File: config.mk
export PLATFORM = sky130hd
export DESIGN_NAME = processor_state_unit
export DESIGN_NICKNAME = d
export VERILOG_FILES = /design/src/rtl/processor_state_unit.sv
export SDC_FILE = /design/constraint.sdc
export NUM_CORES = 1
export LEC_CHECK = 0
export ABC_AREA = 1
export BUFFER_PORTS_ARGS = -buffer_cell sky130_fd_sc_hd__buf_2
export CAP_MARGIN = 20
export CORE_MARGIN = 2
export CORE_UTILIZATION = 43
export CTS_BUF_LIST = sky130_fd_sc_hd__clkbuf_4 sky130_fd_sc_hd__clkbuf_8
export DETAILED_ROUTE_END_ITERATION = 7
export GPL_TIMING_DRIVEN = 0
export PLACE_DENSITY = 0.87
export SYNTH_ARGS = -nofsm -noshare
export SYNTH_HDL_FRONTEND = slang
export SYNTH_SLANG_ARGS = --single-unit
export TNS_END_PERCENT = 1
File: constraint.sdc
create_clock -name Clk -period 2.2 [get_ports Clk]
set_input_delay 0.11 -clock Clk [delete_from_list [all_inputs] [get_ports Clk]]
set_output_delay 0.11 -clock Clk [all_outputs]
set_load 0.005 [all_outputs]
File: src/rtl/processor_state_unit.sv
// SPARC PSR/WIM/TBR state unit with window tracking and trap entry.
// Optional maskable interrupt input enabled by PSU_INTERRUPT_EN.
module processor_state_unit #(
    parameter int unsigned NWINDOWS   = 4,
    parameter logic [7:0]  TT_ILLEGAL = 8'h02,
    parameter logic [7:0]  TT_WOVF    = 8'h05,
    parameter logic [7:0]  TT_WUNF    = 8'h06
) (
    input  logic        Clk,
    input  logic        Reset_N,
    input  logic [31:0] ALU_Result,
    input  logic        Condition_N,
    input  logic        Condition_Z,
    input  logic        Condition_V,
    input  logic        Condition_C,
    input  logic        ICC_Load,
    input  logic        PSR_Load,
    input  logic        WIM_Load,
    input  logic        TBR_Load,
    input  logic        Save,
    input  logic        Restore,
    input  logic        Rett,
    input  logic        Trap_Req,
    input  logic [7:0]  Trap_Type,
`ifdef PSU_INTERRUPT_EN
    input  logic [3:0]  Irl,
`endif
    output logic [31:0] PSR,
    output logic [31:0] WIM,
    output logic [31:0] TBR,
    output logic [4:0]  CWP,
    output logic        C_Out,
    output logic        Busy,
    output logic        Trap_Taken,
    output logic        Error_Mode
);

    typedef enum logic [1:0] {
        ST_RUN,
        ST_TRAP,
        ST_ERROR
    } state_e;

    localparam logic [4:0]  CWP_MAX  = 5'(NWINDOWS - 1);
    localparam logic [5:0]  NW6      = 6'(NWINDOWS);
    localparam logic [31:0] WIM_MASK = 32'((64'd1 << NWINDOWS) - 64'd1);

    state_e      state_q, state_d;
    logic [3:0]  icc_q, icc_d;
    logic [3:0]  pil_q, pil_d;
    logic        s_q, s_d;
    logic        ps_q, ps_d;
    logic        et_q, et_d;
    logic [4:0]  cwp_q, cwp_d;
    logic [31:0] wim_q, wim_d;
    logic [19:0] tba_q, tba_d;
    logic [7:0]  tt_q, tt_d;
    logic [7:0]  pend_q, pend_d;

    logic        trap_hit;
    logic [7:0]  trap_tt;
    logic [4:0]  cwp_dec;
    logic [4:0]  cwp_inc;

    always_comb begin
        cwp_dec = (cwp_q == 5'd0) ? CWP_MAX : cwp_q - 5'd1;
        cwp_inc = (cwp_q == CWP_MAX) ? 5'd0 : cwp_q + 5'd1;
    end

    always_comb begin
        state_d  = state_q;
        icc_d    = icc_q;
        pil_d    = pil_q;
        s_d      = s_q;
        ps_d     = ps_q;
        et_d     = et_q;
        cwp_d    = cwp_q;
        wim_d    = wim_q;
        tba_d    = tba_q;
        tt_d     = tt_q;
        pend_d   = pend_q;
        trap_hit = 1'b0;
        trap_tt  = 8'h00;
        unique case (state_q)
            ST_RUN: begin
                // Priority chain: only the first applicable event acts.
                if (Trap_Req) begin
                    trap_hit = 1'b1;
                    trap_tt  = Trap_Type;
                end else if ((Save && Restore) || (Rett && et_q)) begin
                    trap_hit = 1'b1;
                    trap_tt  = TT_ILLEGAL;
                end else if (PSR_Load && ({1'b0, ALU_Result[4:0]} >= NW6)) begin
                    trap_hit = 1'b1;
                    trap_tt  = TT_ILLEGAL;
                end else if (Save) begin
                    if (wim_q[cwp_dec]) begin
                        trap_hit = 1'b1;
                        trap_tt  = TT_WOVF;
                    end else begin
                        cwp_d = cwp_dec;
                    end
                end else if (Restore || Rett) begin
                    if (wim_q[cwp_inc]) begin
                        trap_hit = 1'b1;
                        trap_tt  = TT_WUNF;
                    end else begin
                        cwp_d = cwp_inc;
                        if (Rett) begin
                            s_d  = ps_q;
                            et_d = 1'b1;
                        end
                    end
                end else if (PSR_Load) begin
                    icc_d = ALU_Result[23:20];
                    pil_d = ALU_Result[11:8];
                    s_d   = ALU_Result[7];
                    ps_d  = ALU_Result[6];
                    et_d  = ALU_Result[5];
                    cwp_d = ALU_Result[4:0];
                end else if (ICC_Load) begin
                    icc_d = {Condition_N, Condition_Z, Condition_V, Condition_C};
`ifdef PSU_INTERRUPT_EN
                end else if (et_q && ((Irl == 4'hF) || (Irl > pil_q))) begin
                    trap_hit = 1'b1;
                    trap_tt  = 8'h10 + {4'h0, Irl};
`endif
                end

                if (trap_hit) begin
                    pend_d  = trap_tt;
                    state_d = et_q ? ST_TRAP : ST_ERROR;
                end else begin
                    if (WIM_Load) wim_d = ALU_Result & WIM_MASK;
                    if (TBR_Load) tba_d = ALU_Result[31:12];
                end
            end
            ST_TRAP: begin
                ps_d    = s_q;
                s_d     = 1'b1;
                et_d    = 1'b0;
                cwp_d   = cwp_dec;
                tt_d    = pend_q;
                state_d = ST_RUN;
            end
            ST_ERROR: begin
            end
        endcase
    end

    always_ff @(posedge Clk or negedge Reset_N) begin
        if (!Reset_N) begin
            state_q <= ST_RUN;
            icc_q   <= 4'h0;
            pil_q   <= 4'h0;
            s_q     <= 1'b1;
            ps_q    <= 1'b0;
            et_q    <= 1'b1;
            cwp_q   <= 5'd0;
            wim_q   <= 32'h0000_0002;
            tba_q   <= 20'h0;
            tt_q    <= 8'h00;
            pend_q  <= 8'h00;
        end else begin
            state_q <= state_d;
            icc_q   <= icc_d;
            pil_q   <= pil_d;
            s_q     <= s_d;
            ps_q    <= ps_d;
            et_q    <= et_d;
            cwp_q   <= cwp_d;
            wim_q   <= wim_d;
            tba_q   <= tba_d;
            tt_q    <= tt_d;
            pend_q  <= pend_d;
        end
    end

    assign PSR        = {8'h00, icc_q, 8'h00, pil_q, s_q, ps_q, et_q, cwp_q};
    assign WIM        = wim_q;
    assign TBR        = {tba_q, tt_q, 4'b0000};
    assign CWP        = cwp_q;
    assign C_Out      = icc_q[0];
    assign Busy       = (state_q == ST_TRAP);
    assign Trap_Taken = (state_q == ST_TRAP);
    assign Error_Mode = (state_q == ST_ERROR);

endmodule

Word-level counts from Yosys, hierarchy flattened
Cells that the tools add are included.

Input bits: 54. Output and inout bits: 105. Register bits: 58. Word-level logic and storage cells: 116.

Reduce and logical (&&, ||, !) cells: 18. Add/sub/neg operators: 2. $lt $le $gt $ge: 3. Multiplexer cells: 60. Eq/ne operators: 16. Bitwise gates (word level): 6.

Operator list (number): $mux 5 (10); $mux 1 (32); $mux 8 (4); $reduce_and 7->1 (4); $ne 2x2->1 const B (7); $lt 5x6->1 const B (2); $ne 3x3->1 const B (4); $bmux 1 s5 (2); $pmux 5 s2 (1); $mux 3 (3); $mux 4 (2); $ne 4x4->1 const B (2); $reduce_and 8->1 (1); $not 1->1 (6); $pmux 1 s2 (3); $reduce_and 3->1 (2); $add 5x1->5 const B (1); $eq 5x2->1 const B (1); $ge 5x3->1 const B (1); $logic_not 5->1 (1); $sub 5x1->5 const B (1); $mux 2 (2); $pmux 2 s2 (1); $reduce_and 2->1 (2); other kinds (6) (10).

Logic depth before layout (Yosys ltp)
Gate-level depths: netlist of the first run.

Depth after elaboration: 13. Mapped depth: 15. Gate-level depth less buffers: 14.

Least setup slack after synthesis of the first run
No wires, ideal clock.

Path kind: register to register. From: register cwp_q[0], in the netlist CWP[0]. To: register tba_q[0]. Required time: 2.084 ns. Clock period less this slack: 1.886 ns. Path buffers: 2. Setup time: 0.116 ns. Data arrival time: 1.769 ns. Path slack: 0.314 ns. Stages on the path, launching flop included: 16. Cell sequence: dfrtp_1 > buf_2 > inv_1 > ha_1 > inv_1 > nand2_1 > nand3_1 > nand2_1 > nand2_1 > nor2_1 > nand3_2 > nand3_4 > nor2_4 > buf_6 > nand2_1 > nand2_1.

Longest elaborated chain between the ends: 13. Elaborated cells on any way between the ends: 20. Classes of those cells: add/sub (2); eq/ne (1); mux (14); bitwise (1); reduce/logical (2).

RTL lines: start, declared (line 54) `logic [4:0] cwp_q, cwp_d;`; start signal, assigned (line 171) `cwp_q <= cwp_d;`; $add 5x1->5 or $eq 5x2->1 (tied branches) (line 67) `cwp_inc = (cwp_q == CWP_MAX) ? 5'd0 : cwp_q + 5'd1;`; $mux 5 (line 67); $bmux 1 s5 (line 104) `if (wim_q[cwp_inc]) begin`; $mux 1 (not written as such) (line 104); $mux 1 (line 104); $mux 1 (line 103) `end else if (Restore || Rett) begin`; $mux 1 * (line 96) `end else if (Save) begin`; $mux 1 * (line 93) `end else if (PSR_Load && ({1'b0, ALU_Result[4:0]} >= NW6)) begin`; $mux 1 * (line 90) `end else if ((Save && Restore) || (Rett && et_q)) begin`; $mux 1 * (line 87) `if (Trap_Req) begin`; $mux 1 * (line 84) `unique case (state_q)`; $not 1->1 (no line) *; $reduce_and 3->1 (no line) *; end signal, assigned (line 173) `tba_q <= tba_d;`; end, declared (line 56) `logic [19:0] tba_q, tba_d;`.

Mark *: on every way between the ends. The rest lies on a longest branch, timed or not. The select of a mux whose other input is x is not followed. A chain may end at the register's enable or synchronous reset.

Final worst setup path of the first run
From: register cwp_q[0], in the netlist CWP[0]. To: register tba_q[18].

Same word-level chain as after synthesis.

==> results by group, run 1 <==
STA
  – Setup violation total in the final timing report: 0
  – Final Hold Viols: 0
  – Transition time of the tightest slew-check pin: 562.4 ps
  – Final clock skew: 6.926 ps
  – Fmax achieved: 487.1 MHz
  – Pins Over Slew Limit: 0
  – Part of the cycle the worst path needs: 0.9332
  – Least setup slack across all paths after layout: 146.9 ps
  – Tmin final: 2053 ps
  – Worst slew margin relative to its limit: 0.6251
  – Worst hold-check slack: 15.82 ps
  – RSZ-0062 raised after global routing: false

Layout
  – Finished Layout Cells: 741
  – Number of filler instances in the final layout: 644
  – Layout Area Growth over Synthesis: 43.18%
  – Final Net Count: 692
  – Share of final-layout standard cells stronger than drive strength 1: 0.3459
  – Final cell area excluding filler cells: 0.004846 mm^2
  – Antenna Diode Count: 0

Synthesis
  – Post-synthesis instance area: 0.003384 mm^2
  – Number of synthesized register bits: 58
  – Gate Count Post-Synth: 432
  – Synth async-reset ratio: 1.000
  – Leading cell types by count after synthesis: 173 x sky130_fd_sc_hd__nand2_1, 59 x sky130_fd_sc_hd__buf_4, 55 x sky130_fd_sc_hd__dfrtp_1, 24 x sky130_fd_sc_hd__inv_1, 21 x sky130_fd_sc_hd__nor2_1
  – Number of enable flip-flop cells after synthesis: 0
  – Most frequent cell after synthesis: sky130_fd_sc_hd__nand2_1
  – Count of warnings emitted by yosys: 0
  – Synthesized area per cell: 7.834 um^2
  – Share of the yosys chip area belonging to registers: 0.4299
  – Dominant cell type by area after synthesis: sky130_fd_sc_hd__dfrtp_1
  – Yosys top cell area share: 0.4067
  – Leading cell types by total area after synthesis: sky130_fd_sc_hd__dfrtp_1 41%, sky130_fd_sc_hd__nand2_1 19%, sky130_fd_sc_hd__buf_4 13%, sky130_fd_sc_hd__nand3_1 2.8%, sky130_fd_sc_hd__inv_1 2.7%
  – Top_reg_cell synth: sky130_fd_sc_hd__dfrtp_1
  – Number of library cell types mapped by synthesis: 34

Drt
  – Total iterations of the first detailed-routing run: 5
  – Post-route DRC violation count: 0
  – DR vias/cell: 4.583
  – Antenna Violating Nets Remaining: 0
  – Routed wire length per instance: 12.18 um
  – Via count: 3396
  – Detailed Route Iter0 Violations: 173
  – Total length of routed wires: 9.024 mm

Power
  – Power Total: 2.444 mW
  – Leakage power summed over all cells: 2.883 nW
  – Power Dens Cells: 504.4 mW/mm^2
  – Worst supply voltage drop on vdd: 0.3684 mV

Clock network
  – CTS Root Buffer Type: sky130_fd_sc_hd__clkbuf_8
  – Clock insertion delay at the later pin of the skew report: 340 ps
  – Maximum number of buffers from clock root to sink: 2
  – Number of clock sinks: 58
  – Clock slew at the register clock pins of the worst setup and hold paths: 70 ps
  – Number of buffers created by CTS: 9
  – TritonCTS clock tree: done
  – H-tree depth: 3

Floorplanning
  – Number of top-level pins: 159
  – Die area: 0.008597 mm^2
  – Die width: 92.72 um
  – Die height: 92.72 um
  – Std-Cell Core Area: 0.007687 mm^2
  – # rows: 32
  – Starting Density: 0.4403

Global route
  – M3 GR Usage: 0.06021
  – Via count of the first global-routing pass: 3143
  – First-pass GRT wire length: 14.50 mm
  – Met1 track demand over resource in global routing: 0.2361
  – Maximum number of pins on one net before global-route repair: 36
  – Initial antenna violation count: 0
  – GRT Overall Usage: 0.2139
  – Gr ovfl total: 0
  – GRT Max-Usage Layer: met2
  – Global Route met2 Usage: 0.3729

Critical path
  – R2R setup slack: 150 ps
  – Worst Path Arrival: 2280 ps
  – Category of the worst setup path capture point: flip-flop
  – RR Endpoint: tba_q[18]
  – Worst setup SP type: flip-flop
  – Crit Path Category: reg2reg
  – Termination of the worst setup path: tba_q[18]
  – Worst setup startpoint: CWP[0]
  – RR Startpoint: CWP[0]
  – Cell count of the worst reg-to-reg path: 15
  – Highest fanout seen on the critical path: 10
  – Critical path required time: 2420 ps

Hold path
  – Hold Crit Class: in2reg

Placement
  – Dpl cells: 692
  – Number of buffers added on ports: 110
  – Placer congestion estimate: 0.8718
  – Dpl cell area: 0.004259 mm^2
  – Placement Setup Slack: -34.74 ps
  – Dpl hpwl: 6.589 mm

Status
  – Result of the run: completed

Run
  – Maximum capacitance violations: 0
==> cells by family (layout without fill, tap and decap cells) <==
kind of cell | count (synthesis) | in the layout | synth area share
other | 1 | 48 | 0.001108
AO/OA/AOI/OAI | 36 | 36 | 0.05989
buffers and inverters | 93 | 253 | 0.1745
AND/OR/NAND/NOR | 235 | 235 | 0.3050
multiplexers | 4 | 4 | 0.01331
adder cells (fa/ha/maj) | 3 | 3 | 0.01109
XOR/XNOR | 2 | 2 | 0.005177
flip-flops | 58 | 58 | 0.4299
==> report_power, final <==
group | internal (mW) | leakage [nW] | switching (mW)
registers | 1.08 | 0.775 | 0.00440
logic | 0.150 | 2.00 | 0.127
clock network | 0.660 | 0.112 | 0.428
==> worst max-delay path, cell delays in order, from the launching register on <==
cell                      delay (ps)
sky130_fd_sc_hd__dfrtp_1         410
sky130_fd_sc_hd__buf_6           150
sky130_fd_sc_hd__inv_4            80
sky130_fd_sc_hd__ha_2            190
sky130_fd_sc_hd__inv_1            40
sky130_fd_sc_hd__nand2_1          50
sky130_fd_sc_hd__nand3_1          60
sky130_fd_sc_hd__nand2_1         120
sky130_fd_sc_hd__nand2_1          80
sky130_fd_sc_hd__nor2_2          160
sky130_fd_sc_hd__nand3_4         140
sky130_fd_sc_hd__nand3_4         120
sky130_fd_sc_hd__nor2_4           50
sky130_fd_sc_hd__buf_6           140
sky130_fd_sc_hd__nand2_1          80
sky130_fd_sc_hd__nand2_1          60
==> per-stage QoR <==
step           utilization  TNS [ps]
6_report            0.6304         0
5_1_grt             0.6304         0
4_1_cts             0.6226         0
3_5_place_dp        0.5540    -276.7
3_3_place_gp        0.5514         0
2_1_floorplan            -         0
==> layer usage <==
metal	up-vias	share of wire	wire, um
met1	1530	0.38	3469
met2	167	0.50	4472
met5	-	0	0
met3	33	0.085	768
met4	0	0.035	314
li1	1666	-	-
==> placed cells by master, fill, tap and decap left out, types with 2 or more instances in the layout <==
cell type,instances
sky130_fd_sc_hd__nand3_4,2
sky130_fd_sc_hd__buf_2,111
sky130_fd_sc_hd__conb_1,48
sky130_fd_sc_hd__buf_4,61
sky130_fd_sc_hd__mux2_2,4
sky130_fd_sc_hd__clkbuf_1,2
sky130_fd_sc_hd__dfrtp_1,54
sky130_fd_sc_hd__dfstp_2,3
sky130_fd_sc_hd__clkinv_2,2
sky130_fd_sc_hd__ha_1,2
sky130_fd_sc_hd__nand4_1,3
sky130_fd_sc_hd__nor2_2,2
sky130_fd_sc_hd__buf_6,5
sky130_fd_sc_hd__o21ai_0,16
sky130_fd_sc_hd__nand2_2,5
sky130_fd_sc_hd__o211ai_1,2
sky130_fd_sc_hd__bufinv_16,2
sky130_fd_sc_hd__inv_1,23
sky130_fd_sc_hd__clkbuf_8,10
sky130_fd_sc_hd__dlygate4sd3_1,32
sky130_fd_sc_hd__a31oi_1,5
sky130_fd_sc_hd__nor2_1,20
sky130_fd_sc_hd__xor2_1,2
sky130_fd_sc_hd__nand2_1,173
sky130_fd_sc_hd__nor2_4,4
sky130_fd_sc_hd__nand3_1,19
sky130_fd_sc_hd__o22ai_1,3
sky130_fd_sc_hd__nand3b_1,3
sky130_fd_sc_hd__a21oi_1,7
==> area by class of cell <==
| class | count | area [um^2] | share of cell area |
|---|---|---|---|
| sequential | 58 | 1456 | 0.3005 |
| tap | 102 | 127.6 | 0.02634 |
| buffer | 67 | 511.7 | 0.1056 |
| clock buffer | 10 | 137.6 | 0.02840 |
| timing repair buffer | 145 | 905.9 | 0.1869 |
| clock inverter | 5 | 78.83 | 0.01627 |
| inverter | 26 | 100.1 | 0.02066 |
| multi-input combinational | 328 | 1528 | 0.3153 |
==> how the worst min path moves through the flow <==
| stage | startpoint | to | depth (start not counted) |
|---|---|---|---|
| after floorplan | Reset_N | CWP[0] | 0 |
| after detailed placement | Reset_N | tba_q[10] | 1 |
| after CTS | ALU_Result[8] | pil_q[0] | 2 |
| after global routing | ALU_Result[8] | pil_q[0] | 2 |
| final | ALU_Result[8] | pil_q[0] | 2 |
| after global placement | ALU_Result[30] | tba_q[18] | 3 |
==> flip-flops by register name, indices dropped and copies added, names as in the netlist <==
name and cells:
state_q 2, WIM 4, pend_q 8, pil_q 4, et_q 1, s_q 1
icc_q 4, ps_q 1, tba_q 20, CWP 5, tt_q 8
==> timing repair <==
item	in CTS	in global routing
resized for setup	1	14
setup endpoints to repair	22	38
pin swaps	0	3
hold buffers	31	1
buffers inserted	0	2
hold endpoints to repair	52	1
(Power assumes the default switching activity.)
==> run 2, diff against run 1 <==
- CORE_MARGIN: 2 -> 5
==> run 2 against run 1 <==
- clock power decreased by 19%
- clock skew about the same
- non-clock buffer count unchanged
- die area increased by 13%
- sequential share of layout area increased by 0.31 points
- combinational power about the same
==> results by group, run 2 (same netlist as run 1, synthesis figures left out) <==
Status
  – Result of the run: completed

Critical path
  – Worst Path Arrival: 2360 ps
  – R2R setup slack: 110 ps
  – Category of the worst setup path capture point: flip-flop
  – RR Endpoint: tba_q[13]
  – Worst setup SP type: flip-flop
  – RR Startpoint: CWP[0]
  – Cell count of the worst reg-to-reg path: 13
  – Critical path required time: 2470 ps
  – Highest fanout seen on the critical path: 8
  – Crit Path Category: reg2reg

Layout
  – Finished Layout Cells: 742
  – Flip-flop count of the largest register after layout: 20
  – Register with the highest flop count: tba_q
  – Final Net Count: 692
  – Number of filler instances in the final layout: 654
  – Share of final-layout standard cells stronger than drive strength 1: 0.3484
  – Leading cell types in the layout, fill and taps excluded: 173 x sky130_fd_sc_hd__nand2_1, 111 x sky130_fd_sc_hd__buf_2, 64 x sky130_fd_sc_hd__buf_4
  – Registers with the highest flip-flop counts: tba_q (20), pend_q (8), tt_q (8)
  – Share of the core filled with cells in the final layout: 0.6240
  – Antenna Diode Count: 0
  – Most common cell after layout, fill and taps aside: sky130_fd_sc_hd__nand2_1
  – Layout Area Growth over Synthesis: 41.74%

Power
  – Power Total: 2.241 mW
  – Leakage power summed over all cells: 2.856 nW
  – Power Dens Cells: 467.2 mW/mm^2
  – Worst supply voltage drop on vdd: 0.3821 mV

Global route
  – Gr ovfl total: 0
  – Maximum number of pins on one net before global-route repair: 39
  – Via count of the first global-routing pass: 3266
  – GRT Overall Usage: 0.1915
  – First-pass GRT wire length: 15.27 mm
  – Initial antenna violation count: 0

Drt
  – Post-route DRC violation count: 0
  – Via count: 3446
  – DR vias/cell: 4.644
  – Total length of routed wires: 9.556 mm
  – Total iterations of the first detailed-routing run: 5
  – Detailed Route Iter0 Violations: 209
  – Routed wire length per instance: 12.88 um
  – Antenna Violating Nets Remaining: 0

Clock network
  – Number of clock sinks: 58
  – Number of buffers created by CTS: 9
  – TritonCTS clock tree: done
  – Clock slew at the register clock pins of the worst setup and hold paths: 70 ps
  – Maximum number of buffers from clock root to sink: 2
  – H-tree depth: 3
  – CTS Root Buffer Type: sky130_fd_sc_hd__clkbuf_8
  – Clock insertion delay at the later pin of the skew report: 330 ps

Hold path
  – Hold Crit Class: in2reg
  – Worst Min Path Start: ALU_Result[11]
  – Depth of the worst hold-timing path: 2
  – Worst hold endpoint: pil_q[3]

Floorplanning
  – Number of top-level pins: 159
  – Std-Cell Core Area: 0.007687 mm^2
  – # rows: 32
  – Die height: 98.72 um
  – Starting Density: 0.4403
  – Die width: 98.72 um
  – Die area: 0.009746 mm^2

STA
  – Worst slew margin relative to its limit: 0.6629
  – Final clock skew: 6.843 ps
  – Final Hold Viols: 0
  – Pins Over Slew Limit: 0
  – Transition time of the tightest slew-check pin: 505.7 ps
  – Setup violation total in the final timing report: 0
  – Fmax achieved: 478.4 MHz
  – Least setup slack across all paths after layout: 109.8 ps
  – Sum of negative setup slack: 0 ps
  – Part of the cycle the worst path needs: 0.9501
  – Tmin final: 2090 ps

Placement
  – Placement Setup Slack: -22.33 ps
  – Placer congestion estimate: 0.8597
  – Dpl hpwl: 6.955 mm
  – Number of buffers added on ports: 110
  – Dpl cells: 692

Run
  – Maximum capacitance violations: 0
==> run 2: changes by cell type in the layout (fill, tap and decap cells not counted) <==
cell / before / now
sky130_fd_sc_hd__inv_6: 0 / 1
sky130_fd_sc_hd__clkinv_4: 1 / 0
sky130_fd_sc_hd__buf_4: 61 / 64
sky130_fd_sc_hd__ha_1: 2 / 3
sky130_fd_sc_hd__buf_6: 5 / 4
sky130_fd_sc_hd__bufinv_16: 2 / 0
sky130_fd_sc_hd__ha_2: 1 / 0
sky130_fd_sc_hd__dlygate4sd3_1: 32 / 30
sky130_fd_sc_hd__clkinvlp_4: 0 / 3
==> run 2: final cells by class <==
type	count	area, um^2	area share
multi-input cells	328	1525	0.3179
flip-flops and latches	58	1456	0.3036
repair buffers	145	900.9	0.1878
plain buffers	67	508.0	0.1059
clock buffers	10	137.6	0.02869
well taps	102	127.6	0.02660
inverters	26	100.1	0.02087
clock inverters	6	41.29	0.008607
==> run 2: worst max-delay path by stage <==
| stage | start | end |
|---|---|---|
| final | CWP[0] | tba_q[13] |
| after global routing | CWP[0] | tba_q[15] |
| after CTS | CWP[0] | tba_q[19] |
| after detailed placement | CWP[0] | tba_q[11] |
| after global placement | CWP[0] | tba_q[8] |
| after floorplan | CWP[0] | tba_q[0] |
==> run 2: critical path, stage by stage, from the launching register on <==
cell and delay, ps:
sky130_fd_sc_hd__dfrtp_1 410, sky130_fd_sc_hd__buf_4 180, sky130_fd_sc_hd__inv_4 80, sky130_fd_sc_hd__ha_1 180, sky130_fd_sc_hd__nand3_2 120, sky130_fd_sc_hd__nand3_1 140
sky130_fd_sc_hd__nand2_1 70, sky130_fd_sc_hd__nor2_2 160, sky130_fd_sc_hd__nand3_4 140, sky130_fd_sc_hd__nand4_1 120, sky130_fd_sc_hd__buf_4 150, sky130_fd_sc_hd__buf_4 140
sky130_fd_sc_hd__nand2_1 50, sky130_fd_sc_hd__nand2_1 70
==> run 2: report_power, final <==
group / switching [mW] / leakage, nW / total (mW) / internal, mW
Combinational: 0.129 / 2.00 / 0.275 / 0.147
Sequential: 0.00463 / 0.775 / 1.08 / 1.08
Clock: 0.448 / 0.0847 / 0.886 / 0.438
==> run 2: layer usage <==
| metal | global-route usage | vias up | routed length, um |
|---|---|---|---|
| met5 | 0 | - | 0 |
| met3 | 0.06723 | 35 | 964 |
| met2 | 0.3266 | 185 | 4735 |
| met1 | 0.2229 | 1567 | 3558 |
| met4 | 0.06828 | 0 | 298 |
| li1 | - | 1659 | - |
==> run 2: repair_timing <==
item / in CTS / in global routing
hold buffers: 30 / 0
endpoints found under the setup margin: 21 / 39
setup buffers: 0 / 2
hold endpoints to repair: 48 / 0
gates cloned: 0 / 2
pin swaps: 0 / 4
gates resized for setup: 0 / 15
==> run 2: per-stage QoR <==
step	area (um^2)	hold WS (ps)
after floorplan	3561	-185.6
after global placement	4239	303.7
after detailed placement	4259	103.3
after CTS	4738	3.495
after global routing	4797	0.9910
final	4797	10.53
==> run 3, diff against run 2 <==
--- a/config.mk
+++ b/config.mk
@@ -9,4 +9,5 @@
 export BUFFER_PORTS_ARGS = -buffer_cell sky130_fd_sc_hd__buf_2
 export CAP_MARGIN = 20
+export CORE_ASPECT_RATIO = 1.75
 export CORE_MARGIN = 5
 export CORE_UTILIZATION = 43
==> constraint.sdc (replaced) <==
create_clock -name Clk -period 2.2 [get_ports Clk]
set_input_delay 0.11 -clock Clk [delete_from_list [all_inputs] [get_ports Clk]]
set_output_delay 0.11 -clock Clk [all_outputs]
set_load 0.05 [all_outputs]
==> run 3 against run 2 <==
- via count fell by 3.1%
- core utilization fell by 0.28 points
- worst hold slack got worse by 1.7 ps
- cell count fell by 2.8%
- clock-buffer cell count rose by 1
- largest power group unchanged
- maximum frequency rose by 0.76%
- largest cell class unchanged
- power rose by 4.2%
- sequential share of layout area rose by 0.44 points
- clock power fell by 8.5%
- non-clock buffer count fell by 6
- critical path depth rose by 2
==> results by group, run 3 (same netlist as run 1, synthesis figures left out) <==
STA
  – Tmin final: 2074 ps
  – Worst hold-check slack: 8.848 ps
  – Least setup slack across all paths after layout: 125.7 ps
  – Final clock skew: 9.386 ps
  – Part of the cycle the worst path needs: 0.9429
  – Fmax achieved: 482.1 MHz
  – Worst slew margin relative to its limit: 0.5150
  – Final Hold Viols: 0
  – Setup violation total in the final timing report: 0
  – Sum of negative setup slack: 0 ps
  – Pins Over Slew Limit: 0
  – Transition time of the tightest slew-check pin: 727.5 ps

Layout
  – Most common cell after layout, fill and taps aside: sky130_fd_sc_hd__nand2_1
  – Share of final-layout standard cells stronger than drive strength 1: 0.3523
  – Finished Layout Cells: 721
  – Leading cell types in the layout, fill and taps excluded: 171 x sky130_fd_sc_hd__nand2_1, 111 x sky130_fd_sc_hd__buf_2, 62 x sky130_fd_sc_hd__buf_4
  – Number of filler instances in the final layout: 654
  – Flip-flop count of the largest register after layout: 20
  – Antenna Diode Count: 0
  – Layout Area Growth over Synthesis: 39.85%
  – Share of the core filled with cells in the final layout: 0.6212
  – Final cell area excluding filler cells: 0.004733 mm^2
  – Registers with the highest flip-flop counts: tba_q (20), pend_q (8), tt_q (8)
  – Final Net Count: 686
  – Register with the highest flop count: tba_q

Placement
  – Placement Setup Slack: -36.65 ps
  – Dpl hpwl: 7.417 mm
  – Dpl cell area: 0.004243 mm^2
  – Number of buffers added on ports: 110
  – Dpl cells: 678
  – Placer congestion estimate: 0.9091

Drt
  – Post-route DRC violation count: 0
  – DR vias/cell: 4.632
  – Total length of routed wires: 9.497 mm
  – Detailed Route Iter0 Violations: 143
  – Total iterations of the first detailed-routing run: 5
  – Antenna Violating Nets Remaining: 0
  – Via count: 3340
  – Routed wire length per instance: 13.17 um

Floorplanning
  – Std-Cell Core Area: 0.007620 mm^2
  – Die height: 127.4 um
  – Die area: 0.009815 mm^2
  – Starting Density: 0.4442
  – Number of top-level pins: 159
  – Die width: 77.07 um
  – # rows: 42

Global route
  – Via count of the first global-routing pass: 3501
  – Gr ovfl total: 0
  – First-pass GRT wire length: 15.49 mm
  – Maximum number of pins on one net before global-route repair: 31
  – Initial antenna violation count: 0
  – GRT Overall Usage: 0.1944

Status
  – Result of the run: completed

Clock network
  – Number of buffers created by CTS: 9
  – Clock slew at the register clock pins of the worst setup and hold paths: 70 ps
  – Number of clock sinks: 58
  – H-tree depth: 3
  – CTS Root Buffer Type: sky130_fd_sc_hd__clkbuf_8
  – TritonCTS clock tree: done
  – Maximum number of buffers from clock root to sink: 2
  – Clock insertion delay at the later pin of the skew report: 340 ps

Power
  – Power Dens Cells: 493.3 mW/mm^2
  – Worst supply voltage drop on vdd: 0.4005 mV
  – Power Total: 2.335 mW
  – Leakage power summed over all cells: 2.846 nW

Critical path
  – Category of the worst setup path capture point: flip-flop
  – RR Startpoint: CWP[0]
  – Cell count of the worst reg-to-reg path: 15
  – Crit Path Category: reg2reg
  – Worst setup SP type: flip-flop
  – Worst Path Arrival: 2300 ps
  – Highest fanout seen on the critical path: 10
  – R2R setup slack: 130 ps
  – RR Endpoint: tba_q[3]
  – Critical path required time: 2430 ps

Run
  – Maximum capacitance violations: 0

Hold path
  – Worst hold endpoint: pil_q[1]
  – Worst Min Path Start: ALU_Result[9]
  – Hold Crit Class: in2reg
  – Depth of the worst hold-timing path: 2
==> run 3: final cells by class <==
cell class	count	area, um^2	share of cell area
multi-input combinational	328	1555	0.3286
sequential	58	1458	0.3080
timing repair buffer	139	850.8	0.1798
buffer	67	500.5	0.1057
clock buffer	11	138.9	0.02934
tap	88	110.1	0.02326
inverter	26	100.1	0.02115
clock inverter	4	20.02	0.004229
==> run 3: power by group <==
| part | leakage [nW] | switching, mW | internal (mW) |
|---|---|---|---|
| logic | 1.98 | 0.294 | 0.149 |
| clock network | 0.0896 | 0.392 | 0.418 |
| registers | 0.773 | 0.00463 | 1.08 |
| total | 2.85 | 0.691 | 1.64 |
==> run 3: critical path: stages (launching register included) <==
cell	delay [ps]
sky130_fd_sc_hd__dfrtp_2	420
sky130_fd_sc_hd__buf_4	180
sky130_fd_sc_hd__inv_4	90
sky130_fd_sc_hd__ha_2	220
sky130_fd_sc_hd__inv_1	50
sky130_fd_sc_hd__nand2_1	70
sky130_fd_sc_hd__nand3_1	80
sky130_fd_sc_hd__nand2_1	100
sky130_fd_sc_hd__nand2_1	70
sky130_fd_sc_hd__nor2_2	130
sky130_fd_sc_hd__nand3_4	130
sky130_fd_sc_hd__nand3_4	120
sky130_fd_sc_hd__nor2_4	50
sky130_fd_sc_hd__buf_6	130
sky130_fd_sc_hd__nand2_1	70
sky130_fd_sc_hd__nand2_1	60
==> run 3: repair_timing <==
item / in CTS / in global routing
setup buffers: 0 / 0
gates cloned: 0 / 0
pin swaps: 0 / 3
hold endpoints to repair: 53 / 0
gates resized for setup: 1 / 17
setup endpoints to repair: 29 / 38
hold buffers: 28 / 0
==> run 3: routing by layer <==
layer	part of all wire	vias to the layer above	global-route usage
met5	0	-	0
met3	0.087	38	0.06690
li1	-	1653	-
met2	0.53	146	0.3515
met1	0.34	1503	0.1859
met4	0.041	0	0.1164
==> run 3: how the worst max path moves through the flow <==
stage / to / slack, ps / cells past startpoint / startpoint
floorplan: tba_q[0] / 110 / 13 / CWP[1]
global placement: tba_q[16] / 40 / 12 / CWP[0]
detailed placement: tba_q[1] / -40 / 14 / CWP[0]
CTS: tba_q[11] / 30 / 14 / CWP[0]
global route: pend_q[4] / -20 / 14 / CWP[0]
finish: tba_q[3] / 130 / 15 / CWP[0]
